[config.mk]
export PLATFORM = sky130hd
export DESIGN_NAME = uds_ramp_ctrl
export DESIGN_NICKNAME = d
export VERILOG_FILES = /design/src/rtl/uds_ramp_ctrl_pkg.sv /design/src/rtl/uds_ramp_ctrl.sv
export SDC_FILE = /design/constraint.sdc
export NUM_CORES = 1
export LEC_CHECK = 0
export BUFFER_PORTS_ARGS = -buffer_cell sky130_fd_sc_hd__buf_2
export CAP_MARGIN = 20
export CORE_MARGIN = 1.5
export CORE_UTILIZATION = 53
export DETAILED_ROUTE_END_ITERATION = 10
export GPL_TIMING_DRIVEN = 1
export PLACE_DENSITY = 0.78
export SLEW_MARGIN = 20
export SYNTH_ARGS = -nofsm -noshare
export SYNTH_HDL_FRONTEND = slang
export SYNTH_SLANG_ARGS = --single-unit
[constraint.sdc]
create_clock -name clk -period 2.8 [get_ports clk]
set_input_delay 0.56 -clock clk [delete_from_list [all_inputs] [get_ports clk]]
set_output_delay 0.56 -clock clk [all_outputs]
set_load 0.01 [all_outputs]
[src/rtl/uds_ramp_ctrl_pkg.sv]
// -----------------------------------------------------------------------------
// uds_ramp_ctrl_pkg
// Shared definitions for the ramp sequencer that drives uds_counter.
//   state_t        : controller state encoding
//   STEP_OVERHEAD  : fixed cycles per ramp step on top of the programmed
//                    interval (CHECK + one WAIT minimum + STEP + SETTLE)
// -----------------------------------------------------------------------------
package uds_ramp_ctrl_pkg;

    typedef enum logic [2:0] {
        IDLE   = 3'd0,
        CHECK  = 3'd1,
        WAIT   = 3'd2,
        STEP   = 3'd3,
        JUMP   = 3'd4,
        SETTLE = 3'd5
    } state_t;

    localparam int STEP_OVERHEAD = 4;

endpackage

[src/rtl/uds_ramp_ctrl.sv]
// -----------------------------------------------------------------------------
// uds_ramp_ctrl
// Sequencer that takes a target over a valid/ready command port and drives a
// uds_counter towards it, either one step per (div + 4) cycles or with a
// single set. Completion is signalled with a one-cycle done pulse.
// Ports:
//   clk, rst     clock, asynchronous active-high reset
//   cmd_valid    command present
//   cmd_ready    high while idle
//   cmd_target   requested final value (clamped to MAX at acceptance)
//   cmd_jump     1 = single set, 0 = ramp
//   cmd_div      extra idle cycles between ramp steps
//   abort        cancel the active command (ignored while idle)
//   cnt_in       counter value feedback
//   up/down/set  registered counter controls, at most one high
//   set_val      registered counter load value
//   busy         high while not idle
//   done         registered one-cycle completion pulse
// -----------------------------------------------------------------------------
module uds_ramp_ctrl
    import uds_ramp_ctrl_pkg::*;
#(
    parameter int WIDTH     = 8,
    parameter int MAX       = 255,
    parameter int DIV_WIDTH = 8
) (
    input  logic                 clk,
    input  logic                 rst,
    input  logic                 cmd_valid,
    output logic                 cmd_ready,
    input  logic [WIDTH-1:0]     cmd_target,
    input  logic                 cmd_jump,
    input  logic [DIV_WIDTH-1:0] cmd_div,
    input  logic                 abort,
    input  logic [WIDTH-1:0]     cnt_in,
    output logic                 up,
    output logic                 down,
    output logic                 set,
    output logic [WIDTH-1:0]     set_val,
    output logic                 busy,
    output logic                 done
);

    localparam logic [WIDTH-1:0] MAX_V = WIDTH'(MAX);

    state_t               r_state;
    state_t               w_state_next;
    logic [WIDTH-1:0]     r_target;
    logic [DIV_WIDTH-1:0] r_div;
    logic [DIV_WIDTH-1:0] r_timer;
    logic                 r_up;
    logic                 r_down;
    logic                 r_set;
    logic                 r_done;
    logic [WIDTH-1:0]     r_set_val;

    logic                 w_accept;
    logic                 w_abort;
    logic                 w_at_target;
    logic                 w_go_up;
    logic [WIDTH-1:0]     w_target_clamped;

    assign w_accept         = cmd_valid && (r_state == IDLE);
    assign w_abort          = abort && (r_state != IDLE);
    assign w_at_target      = (cnt_in == r_target);
    assign w_go_up          = (cnt_in < r_target);
    assign w_target_clamped = (cmd_target > MAX_V) ? MAX_V : cmd_target;

    // Next-state logic; abort overrides every non-idle transition.
    always_comb begin
        w_state_next = r_state;
        case (r_state)
            IDLE: begin
                if (w_accept) w_state_next = cmd_jump ? JUMP : CHECK;
            end
            CHECK:  w_state_next = w_at_target ? IDLE : WAIT;
            WAIT:   w_state_next = (r_timer == '0) ? STEP : WAIT;
            STEP:   w_state_next = SETTLE;
            JUMP:   w_state_next = SETTLE;
            SETTLE: w_state_next = CHECK;
            default: w_state_next = IDLE;
        endcase
        if (w_abort) w_state_next = IDLE;
    end

    always_ff @(posedge clk or posedge rst) begin
        if (rst) begin
            r_state <= IDLE;
        end else begin
            r_state <= w_state_next;
        end
    end

    // Command latch and interval timer.
    always_ff @(posedge clk or posedge rst) begin
        if (rst) begin
            r_target <= '0;
            r_div    <= '0;
            r_timer  <= '0;
        end else begin
            if (w_accept) begin
                r_target <= w_target_clamped;
                r_div    <= cmd_div;
            end
            if (r_state == CHECK) begin
                r_timer <= r_div;
            end else if ((r_state == WAIT) && (r_timer != '0)) begin
                r_timer <= r_timer - DIV_WIDTH'(1);
            end
        end
    end

    // Controls are decoded from the next state so each pulse lines up exactly
    // with the STEP/JUMP cycle. Direction is re-read from cnt_in on every step.
    // The jump value comes straight from the command port because r_target is
    // only loaded on the same edge.
    always_ff @(posedge clk or posedge rst) begin
        if (rst) begin
            r_up      <= 1'b0;
            r_down    <= 1'b0;
            r_set     <= 1'b0;
            r_done    <= 1'b0;
            r_set_val <= '0;
        end else begin
            r_up   <= (w_state_next == STEP) && w_go_up;
            r_down <= (w_state_next == STEP) && !w_go_up;
            r_set  <= (w_state_next == JUMP);
            r_done <= (r_state == CHECK) && w_at_target && !abort;
            if (w_accept && cmd_jump) r_set_val <= w_target_clamped;
        end
    end

    assign cmd_ready = (r_state == IDLE);
    assign busy      = (r_state != IDLE);
    assign up        = r_up;
    assign down      = r_down;
    assign set       = r_set;
    assign set_val   = r_set_val;
    assign done      = r_done;

endmodule

Word-level counts from Yosys, hierarchy flattened
Cells that the tools add are included.
Storage, ports and cells
  register bits: 39
  input port bits: 29
  output and inout bits: 14
  word-level logic and storage cells: 45
Cells by class
  add/subtract/negate cells: 1
  $lt $le $gt $ge: 2
  eq/ne operators: 8
  muxes and demuxes: 9
  reductions and logical operators: 16
Operators by type and width (number)
  $mux W8: 3
  $pmux W3 S5: 1
  $eq A3 B2 Y1 const B: 3
  $eq A3 B3 Y1 const B: 3
  $mux W3: 3
  $eq A8 B8 Y1: 1
  $gt A8 B8 Y1 const B: 1
  $logic_and A1 B1 Y1: 8
  $logic_not A8 Y1: 1
  $lt A8 B8 Y1: 1
  $reduce_bool A8 Y1: 1
  $sub A8 B1 Y8 const B: 1
  $eq A3 B1 Y1 const B: 1
  $logic_not A3 Y1: 1
  $reduce_bool A3 Y1: 1
  $logic_not A1 Y1: 2
  $mux W2: 1
  $reduce_bool A2 Y1: 1
  $reduce_or A2 Y1: 1
  $mux W1: 1

Depth between registers and ports, before layout
  depth after elaboration: 7
  gate-level depth with buffers: 8
  gate-level depth less buffers: 6

Least setup slack after synthesis
OpenSTA, ideal clock, no wires.
  kind: register -> register
  from: reg r_timer[3]
  to: reg r_timer[3]
  setup time: 0.126 ns
  arrival: 1.971 ns
  required time: 2.674 ns
  path slack: 0.703 ns
  cell stages (with the launch flop): 6
  buffers on the path: 1
  period minus slack after synthesis: 2.097 ns
  cells stage by stage: dfrtp_1 -> or4_1 -> buf_2 -> o31a_4 -> mux2_4 -> a221o_1
Between the ends
  word-level cells in the longest chain between the ends: 3
RTL lines
  start: declaration: RTL line uds_ramp_ctrl.sv:50  | logic [DIV_WIDTH-1:0] r_timer;
  start signal: assignment: RTL line uds_ramp_ctrl.sv:106  | r_timer <= r_div;
  start signal: assignment: RTL line uds_ramp_ctrl.sv:108  | r_timer <= r_timer - DIV_WIDTH'(1);
  $sub A8 B1 Y8 / $reduce_bool A8 Y1 (equally long branches): RTL line uds_ramp_ctrl.sv:108, uds_ramp_ctrl.sv:107
  $mux W8 / $logic_and A1 B1 Y1 (equally long branches): RTL line uds_ramp_ctrl.sv:107  | end else if ((r_state == WAIT) && (r_timer != '0)) begin
  $mux W8 / $reduce_bool A2 Y1 (equally long branches)
Several ways; a longest one is shown, not always the timed one. The select of a mux whose other input is x is not followed.
A chain may end at the register's enable or synchronous reset.

Worst setup path after layout
  from: reg r_timer[3]
  to: reg r_timer[4]
The elaborated chain is that of the path after synthesis.

==> run summary <==
Reg clk slew, reported paths: 110 ps
commonest non-fill, non-tap cell in the layout: buf_2
status: completed
RSZ-0062 raised after global routing: false
Hold Path Class: primary input to async pin
Setup Skew: 10.5 ps
DRC viols: 0
Hold Vio Cnt, Final: 0
PwrDens: 1000 nW/µm²
worst-case clock buffer depth: 2
Starting Density: 0.563
die width: 63.2 µm
fin nets: 257
Detail Route Antenna Nets: 0
drt wl/cell: 14.1 µm
WS Path Type: register to register
top achievable clock speed: 438 MHz
vias per inst: 5.56
vias: 1473
Post-Syn Area: 1920 µm²
setup TNS: 0 ps
grt ovf: 0
synthesized instance count: 175
Resize count post-CTS: 0
CP max stage cell: o31ai_1
Slew @ Worst Pin: 987 ps
die area: 4000 µm²
Leak: 1.11 nW
initial antenna violation count: 0
Synth Warn #: 0
TritonCTS Buffers: 5
final WL: 3.75 mm
Detailed Routing Iterations Pass 1: 4
CTS sink count: 39
gpl congestion: 0.853
Setup crit start kind: register
gr usage total: 0.205
crit share post-route: 0.815
largest net degree at the start of global routing: 40
crit path DAT: 2500 ps
Most used DFF post-synth: dfrtp_1
post-synth cell types: 38
Die H: 63.2 µm
Avg Synthesized Cell Area: 11.0 µm²
Worst setup EP type: register
endpoints failing setup: 0
# Post-CTS Setup Buffers: 0
CTS Hold Bufs: 0
Yosys reg bits: 39
cell family with most CP delay: compound AO/OA/AOI/OAI gates
max_cap viols: 0
CTS H-tree lvls: 2
Post-synth ARST share: 1.00
top-level I/O count: 43
DR iter-0 viols: 108
hpwl dp: 2.76 mm
Worst Path Required: 3020 ps
root buffer cell: clkbuf_4
worst-path maximum fanout: 7
input/output buffers: 42
Area growth syn-to-layout: 16.4%
CP max stage delay: 690 ps
fin crit period: 2280 ps
syn nets: 214
Clk Latency, worst-skew pair: 340 ps
row count: 21
TritonCTS clock tree: built
Slew Viols, Final: 0
share of layout cells above drive strength 1: 0.329
post-place instance area: 2170 µm²
CP Buf/Inv Count: 0
fin area: 2240 µm²
most frequent cells in the layout: buf_2 (42), dfrtp_1 (39), mux2_2 (17), inv_1 (14), o21ai_0 (13)
Post-synth EDFFs: 0
critical path, cell by cell: or4_1 -> o31ai_1 -> nor2_1 -> a221o_1
Max-slew headroom: 0.340
first-pass GRT wire length: 6.34 mm
Seq/Total Area, Yosys: 0.508
# diodes: 0
vias in the first global route: 1439
Core Region: 3420 µm²
VDD IR max: 528 µV
-- Yosys cell counts (all sizes together), types with 3 or more instances --
cell	count	area [µm²]
nor3b	4	30.0
clkbuf	4	16.3
nand2	11	41.3
or3	4	26.3
buf	4	20.0
inv	14	52.6
nand3	5	25.0
ha	10	125
mux2	18	206
a21o	3	22.5
nand2b	3	18.8
a211oi	3	22.5
nor3	7	35.0
o21ai	13	65.1
dfrtp	39	976
nor2	7	26.3
-- final cells by class --
type | count | area, µm²
Fill cell | 298 | 1180
Sequential cell | 39 | 976
Multi-Input combinational cell | 114 | 857
Timing Repair Buffer | 44 | 225
Clock buffer | 8 | 68.8
Tap cell | 46 | 57.6
Inverter | 14 | 52.6
-- worst paths after layout --
path	startpoint	to	slack [ps]	depth (start not counted)
max in group asynchronous	rst	r_div[3]	2140	3
worst min-delay path	rst	set_val[6]	310	3
worst max-delay path	r_timer[3]	r_timer[4]	520	4
worst min register to register	r_div[6]	r_timer[6]	490	2
min in group clk	abort	done	420	2
worst max register to register	r_timer[3]	r_timer[4]	520	4
-- power by group --
| part | internal (mW) | switching, mW | leakage, nW |
|---|---|---|---|
| Combinational | 0.456 | 0.469 | 0.592 |
| Clock | 0.148 | 0.173 | 0.0386 |
| Sequential | 0.817 | 0.179 | 0.475 |
| Total | 1.42 | 0.821 | 1.11 |
-- kinds of logic (layout without fill, tap and decap cells) --
| logic type | after synthesis | after routing | share of synthesized area |
|---|---|---|---|
| adder cells (fa/ha/maj) | 10 | 10 | 0.0651 |
| buffers and inverters | 22 | 66 | 0.0462 |
| AO/OA/AOI/OAI | 33 | 33 | 0.122 |
| flip-flops | 39 | 39 | 0.508 |
| multiplexers | 20 | 20 | 0.118 |
| AND/OR/NAND/NOR | 51 | 51 | 0.141 |
-- registers in the layout (all words and copies together) (netlist names) --
register,count
r_timer,8
up,1
r_div,8
r_state,3
r_target,8
set_val,8
set,1
down,1
done,1
-- worst reg2reg max path, stage by stage (launching register included) --
cell,delay [ps]
dfrtp_1,430
or4_1,640
o31ai_1,690
nor2_1,110
a221o_1,290
-- per-stage QoR --
step	power, mW	setup WS, ps	util	std cells	hold slack, ps
after floorplan	1.66	703	-	175	445
after detailed placement	1.94	563	0.635	257	473
after global placement	1.86	638	0.635	257	464
final	2.24	519	0.655	265	312
after global routing	2.43	287	0.655	265	357
after CTS	2.26	537	0.655	265	330
-- per-layer routing --
metal  part of all wire  up-vias  track usage
met5                  0        -            0
met4              0.023        0        0.103
met3              0.045        9       0.0375
met2               0.49       47        0.340
met1               0.44      712        0.258
li1                   -      705            -
No activity file was read; power rests on OpenSTA's default activity.
